### config.mk
export PLATFORM = sky130hd
export DESIGN_NAME = neuron_weight_reader
export DESIGN_NICKNAME = d
export VERILOG_FILES = /design/src/rtl/neuron_pkg.sv /design/src/rtl/neuron_mac.sv /design/src/rtl/neuron_weight_reader.sv
export SDC_FILE = /design/constraint.sdc
export NUM_CORES = 1
export LEC_CHECK = 0
export CAP_MARGIN = 20
export CORE_ASPECT_RATIO = 1.75
export CORE_MARGIN = 4
export CORE_UTILIZATION = 43
export CTS_CLUSTER_SIZE = 24
export DETAILED_ROUTE_END_ITERATION = 12
export GPL_TIMING_DRIVEN = 0
export PLACE_DENSITY = 0.64
export SKIP_LAST_GASP = 1
export SYNTH_ARGS = -nofsm -noshare
export SYNTH_HDL_FRONTEND = slang
export SYNTH_SLANG_ARGS = --single-unit
export TNS_END_PERCENT = 5
### constraint.sdc
create_clock -name clk -period 15.5 [get_ports clk]
set_clock_uncertainty 0.05 [all_clocks]
set_input_delay 3.1 -clock clk [delete_from_list [all_inputs] [get_ports clk]]
set_output_delay 3.1 -clock clk [all_outputs]
set_load 0.02 [all_outputs]
### src/rtl/neuron_pkg.sv
// Shared types and Q8.8 helpers for the neuron datapath.
// The saturating helper works on a sign-extended 64-bit accumulator view.
package neuron_pkg;

  typedef enum logic [1:0] {
    IDLE  = 2'd0,
    RUN   = 2'd1,
    DRAIN = 2'd2,
    OUT   = 2'd3
  } state_e;

  localparam int FRAC_BITS = 8;
  localparam int SAT_W     = 64;

  // Floor-shift by the fractional bits, then clamp into signed Q8.8.
  function automatic logic [15:0] sat_q88(input logic signed [SAT_W-1:0] acc);
    logic signed [SAT_W-1:0] shifted;
    shifted = acc >>> FRAC_BITS;
    if (shifted > 64'sd32767) begin
      return 16'h7FFF;
    end else if (shifted < -64'sd32768) begin
      return 16'h8000;
    end else begin
      return shifted[15:0];
    end
  endfunction

endpackage

### src/rtl/neuron_mac.sv
// Registered signed multiply-accumulate with clear/enable and a saturated Q8.8 result register.
// clr_i wins over en_i; load_i captures sat(acc) into sum_o on the next edge.
module neuron_mac
  import neuron_pkg::*;
#(
  parameter int DATA_W = 16,
  parameter int ACC_W  = 40
) (
  input  logic              clk_i,
  input  logic              rst_i,
  input  logic              clr_i,
  input  logic              en_i,
  input  logic              load_i,
  input  logic [DATA_W-1:0] a_i,
  input  logic [DATA_W-1:0] b_i,
  output logic [DATA_W-1:0] sum_o
);

  logic signed [2*DATA_W-1:0] prod;
  logic signed [ACC_W-1:0]    acc_q, acc_d;
  logic [DATA_W-1:0]          sum_q, sum_d;

  assign prod = $signed(a_i) * $signed(b_i);

  always_comb begin
    acc_d = acc_q;
    sum_d = sum_q;
    if (clr_i) begin
      acc_d = '0;
    end else if (en_i) begin
      acc_d = acc_q + ACC_W'(prod);
    end
    if (load_i) begin
      sum_d = sat_q88(SAT_W'(acc_q));
    end
  end

  always_ff @(posedge clk_i) begin
    if (rst_i) begin
      acc_q <= '0;
      sum_q <= '0;
    end else begin
      acc_q <= acc_d;
      sum_q <= sum_d;
    end
  end

  assign sum_o = sum_q;

endmodule

### src/rtl/neuron_weight_reader.sv
// Walks weight ROM addresses in lockstep with accepted activations and MACs them.
// Emits one saturated Q8.8 sum per start; the result is held until sum_ready.
module neuron_weight_reader
  import neuron_pkg::*;
#(
  parameter int DATA_W    = 16,
  parameter int ADDR_W    = 16,
  parameter int N_INPUTS  = 10,
  parameter int BASE_ADDR = 1,
  parameter int ACC_W     = 40
) (
  input  logic              clk,
  input  logic              rst,
  input  logic              start,
  output logic              busy,
  input  logic              x_valid,
  output logic              x_ready,
  input  logic [DATA_W-1:0] x_data,
  output logic [ADDR_W-1:0] rom_addr,
  input  logic [DATA_W-1:0] rom_dout,
  output logic              sum_valid,
  input  logic              sum_ready,
  output logic [DATA_W-1:0] sum_data
);

  state_e            state_q, state_d;
  logic [ADDR_W-1:0] idx_q, idx_d;
  logic [DATA_W-1:0] x_q, x_d;
  logic              mac_v_q, mac_v_d;
  logic              sum_valid_q, sum_valid_d;
  logic              acc_clr, sum_load;

  always_comb begin
    state_d     = state_q;
    idx_d       = idx_q;
    x_d         = x_q;
    mac_v_d     = 1'b0;
    sum_valid_d = sum_valid_q;
    acc_clr     = 1'b0;
    sum_load    = 1'b0;
    case (state_q)
      IDLE: begin
        if (start) begin
          acc_clr = 1'b1;
          idx_d   = '0;
          state_d = RUN;
        end
      end
      RUN: begin
        // The ROM samples rom_addr on this same edge, so rom_dout pairs with x_q next cycle.
        if (x_valid) begin
          x_d     = x_data;
          mac_v_d = 1'b1;
          if (idx_q == ADDR_W'(N_INPUTS - 1)) begin
            idx_d   = '0;
            state_d = DRAIN;
          end else begin
            idx_d = idx_q + ADDR_W'(1);
          end
        end
      end
      DRAIN: state_d = OUT;
      OUT: begin
        // First OUT cycle lets the final MAC land before the result is captured.
        if (!sum_valid_q) begin
          sum_load    = 1'b1;
          sum_valid_d = 1'b1;
        end else if (sum_ready) begin
          sum_valid_d = 1'b0;
          state_d     = IDLE;
        end
      end
      default: state_d = IDLE;
    endcase
  end

  always_ff @(posedge clk) begin
    if (rst) begin
      state_q     <= IDLE;
      idx_q       <= '0;
      x_q         <= '0;
      mac_v_q     <= 1'b0;
      sum_valid_q <= 1'b0;
    end else begin
      state_q     <= state_d;
      idx_q       <= idx_d;
      x_q         <= x_d;
      mac_v_q     <= mac_v_d;
      sum_valid_q <= sum_valid_d;
    end
  end

  neuron_mac #(
    .DATA_W(DATA_W),
    .ACC_W (ACC_W)
  ) u_mac (
    .clk_i (clk),
    .rst_i (rst),
    .clr_i (acc_clr),
    .en_i  (mac_v_q),
    .load_i(sum_load),
    .a_i   (rom_dout),
    .b_i   (x_q),
    .sum_o (sum_data)
  );

  assign rom_addr  = ADDR_W'(BASE_ADDR) + idx_q;
  assign x_ready   = (state_q == RUN);
  assign busy      = (state_q != IDLE);
  assign sum_valid = sum_valid_q;

endmodule

==> impl_metrics.env, run 1 <==
export IMPL_layout_nets=2341
export IMPL_min_path_type="reg2reg"
export IMPL_drt_iter0_markers=719
export IMPL_yosysWarnings=0
export IMPL_outcome="finished, final reports clean"
export IMPL_grt_overflow=0
export IMPL_gp_congestion=0.9056
export IMPL_die_h_um=263.4
export IMPL_m1WireLength_um=15290
export IMPL_max_cap_violations=0
export IMPL_grt_max_degree=24
export IMPL_worst_ep_required_time_ns=15.71
export IMPL_multi_input_area_um2=12430
export IMPL_synth_ff_type="dfxtp_1"
export IMPL_yosysSeqAreaShare_pct=11.49
export IMPL_syn_to_final_growth_pct=10.15
export IMPL_antenna_found_initial=0
export IMPL_wl_met3_um=1510
export IMPL_syn_area_per_cell_um2=9.058
export IMPL_top_layer="met4"
export IMPL_fill_cells=3492
export IMPL_core_area_um2=36890
export IMPL_utilization_pct=47.88
export IMPL_synthCells=1770
export IMPL_syn_cell_area_um2=16030
export IMPL_endpoint_kind="flop"
export IMPL_ys_async_sr_fraction_pct=0
export IMPL_period_minus_slack_ns=10.76
export IMPL_path_class="in2reg"
export IMPL_vias=12290
export IMPL_io_buffers=70
export IMPL_syn_num_nets=2259
export IMPL_ctsHoldBuffers=0
export IMPL_hold_slack_ns=0.4034
export IMPL_drc_errors=0
export IMPL_ctsResizeCount=0
export IMPL_p_per_area_nw_per_um2=119.4
export IMPL_leakage_uw=0.008768
export IMPL_wl_met2_um=24530
export IMPL_relSlewSlack_pct=41.17
export IMPL_design_portCount=72
export IMPL_cts_sinks=92
export IMPL_max_freq_mhz=92.92
export IMPL_start_util_pct=43.47
export IMPL_setup_violations=0
export IMPL_cts_tree="built"
export IMPL_fin_total_pwr_uw=2108
export IMPL_grt_pass1_vias=13434
export IMPL_max_vdd_ir_drop_mv=0.07858
export IMPL_cts_root_buffer="clkbuf_16"
export IMPL_rsz0062_at_grt="false"
export IMPL_crit_path_start_kind="primary input"
export IMPL_drt_pass1_iterations=5
export IMPL_ant_nets=0
export IMPL_worst_ep_arrival_time_ns=10.97
export IMPL_slew_violations=0
export IMPL_drive_above_1_share_pct=1.616
export IMPL_ys_types=60
export IMPL_cts_max_level=3
export IMPL_seqCellArea_um2=1842
export IMPL_wl_per_cell_um=19.16
export IMPL_hold_violations=0
export IMPL_via_per_inst=5.266
export IMPL_grt_pass1_wl_um=72510
export IMPL_drt_wl_total_um=44710
export IMPL_globalRouteTotalUtil_pct=22.72
export IMPL_clk_pin_slew_ns=0.07
export IMPL_final_cell_mix="inv_1, fa_1, nand2_1"
export IMPL_setup_tns_ns=0
export IMPL_synth_ff_latch_count=92
export IMPL_cts_setup_buffers=0
export IMPL_final_common_cell="inv_1"
export IMPL_crit_fanout=10
export IMPL_design_die_area_um2=40560
export IMPL_dp_hpwl_um=39030
export IMPL_synth_edf_count=0
export IMPL_cts_buffers=9
export IMPL_tightestPinTransition_ns=0.8815
export IMPL_min_period_over_period_pct=69.43
export IMPL_num_rows=93
export IMPL_clk_latency_ns=0.35
export IMPL_die_w_um=154.0
export IMPL_clock_path_buffers=2
==> layout make-up <==
| cell class | instances | area share (%) |
|---|---|---|
| inverters | 408 | 8.672 |
| plain buffers | 62 | 1.318 |
| diodes | 2 | 0.02834 |
| clock buffers | 10 | 1.296 |
| well taps | 475 | 3.365 |
| repair buffers | 71 | 4.123 |
| multi-input cells | 1208 | 70.36 |
| flip-flops and latches | 92 | 10.43 |
| clock inverters | 6 | 0.4038 |
==> synthesized netlist by cell type (all sizes together), types with 4 or more instances <==
cell    number  area [µm²]
a211oi       8       60.06
a21boi       5       41.29
a21o        11       82.58
a21oi       68       340.3
a22oi       11       82.58
a31oi        4       25.02
and2       117       732.0
and3         4       30.03
and4         4       35.03
clkbuf      59       221.5
dfxtp       92        1842
fa         330        6606
ha         122        1526
inv        408        1531
mux2i       27       270.3
nand2      210       788.3
nand2b       8       50.05
nand3       18       90.09
nand3b      15       112.6
nand4       11       68.82
nor2        80       300.3
nor3         7       35.03
nor4         6       37.54
o21a         5       37.54
o21ai       46       245.2
o21bai       5       41.29
o31ai        4       30.03
xnor2       32       280.3
xor2        17       148.9
==> final timing paths <==
kind,cells after the start,to,slack (ns),start
worst max-delay path,25,u_mac.acc_q[38],4.74,rom_dout[15]
worst min-delay path,2,u_mac.sum_o[4],0.40,u_mac.sum_o[4]
worst max register to register,22,u_mac.acc_q[38],7.77,x_q[5]
worst min register to register,2,u_mac.sum_o[4],0.40,u_mac.sum_o[4]
==> where the power goes <==
group / total [µW] / internal, µW / switching [µW]
clock: 227 / 127 / 100
sequential: 296 / 257 / 38.6
combinational: 1590 / 609 / 976
total: 2110 / 993 / 1120
==> state kept, by name (all words and copies together), names as in the netlist <==
| signal | cells |
|---|---|
| u_mac.acc_q | 40 |
| idx_q | 16 |
| u_mac.sum_o | 16 |
| x_q | 16 |
| state_q | 2 |
| mac_v_q | 1 |
| sum_valid | 1 |
==> worst max-delay path, cell delays in order <==
cell and delay (ns):
clkdlybuf4s50_1 0.64, clkbuf_1 0.39, nand2_1 0.25, inv_1 0.09, fa_1 0.74, inv_1 0.11, fa_1 0.69, inv_1 0.21
fa_1 0.59, inv_1 0.15, fa_1 0.55, inv_1 0.05, fa_1 0.53, inv_1 0.05, fa_1 0.54, inv_1 0.04
ha_1 0.27, clkbuf_1 0.37, nand3_1 0.19, a21oi_1 0.41, o31ai_1 0.19, a21boi_0 0.29, o21bai_1 0.13, xor2_1 0.15
a211oi_1 0.23
==> routing by layer <==
layer	track usage (%)	up-vias
met2	42.16	348
met4	14.12	0
met1	24.65	6244
met3	1.678	151
met5	0	-
li1	-	5547
==> cells by family (layout without fill, tap and decap cells) <==
kind of cell             after synthesis  after routing  share of synthesized area, %
multiplexers                          27             27                         1.686
other                                  0              2                             0
XOR/XNOR                              49             49                         2.677
flip-flops                            92             92                         11.49
adder cells (fa/ha/maj)              452            452                         50.73
buffers and inverters                470            557                         11.00
AND/OR/NAND/NOR                      494            494                         14.91
AO/OA/AOI/OAI                        186            186                         7.508
==> through the flow <==
| step | worst slack [ns] | cells | instance area, µm² |
|---|---|---|---|
| finish | 4.738 | 2334 | 17660 |
| floorplan | 6.342 | 1770 | 16030 |
| global placement | 4.522 | 2315 | 17330 |
| global route | 4.329 | 2332 | 17660 |
| CTS | 4.747 | 2332 | 17660 |
| detailed placement | 4.424 | 2316 | 17360 |
No activity file was read; power rests on OpenSTA's default activity.
==> run 2: changes to the inputs <==
==> constraint.sdc (replaced) <==
create_clock -name clk -period 10.75 [get_ports clk]
set_clock_uncertainty 0.05 [all_clocks]
set_input_delay 2.15 -clock clk [delete_from_list [all_inputs] [get_ports clk]]
set_output_delay 2.15 -clock clk [all_outputs]
set_load 0.02 [all_outputs]
==> results of run 2 <==
Same layout as run 1 (identical final DEF). Status: finished, final reports clean.
Main changes from that run: setup slack after placement 4.424 ns -> 0.6235 ns; setup slack after layout 4.738 ns -> 0.9383 ns; register-to-register setup slack 7.77 ns -> 3.02 ns; total power 2108 µW -> 3040 µW; worst IR drop on VDD 0.07858 mV -> 0.1133 mV
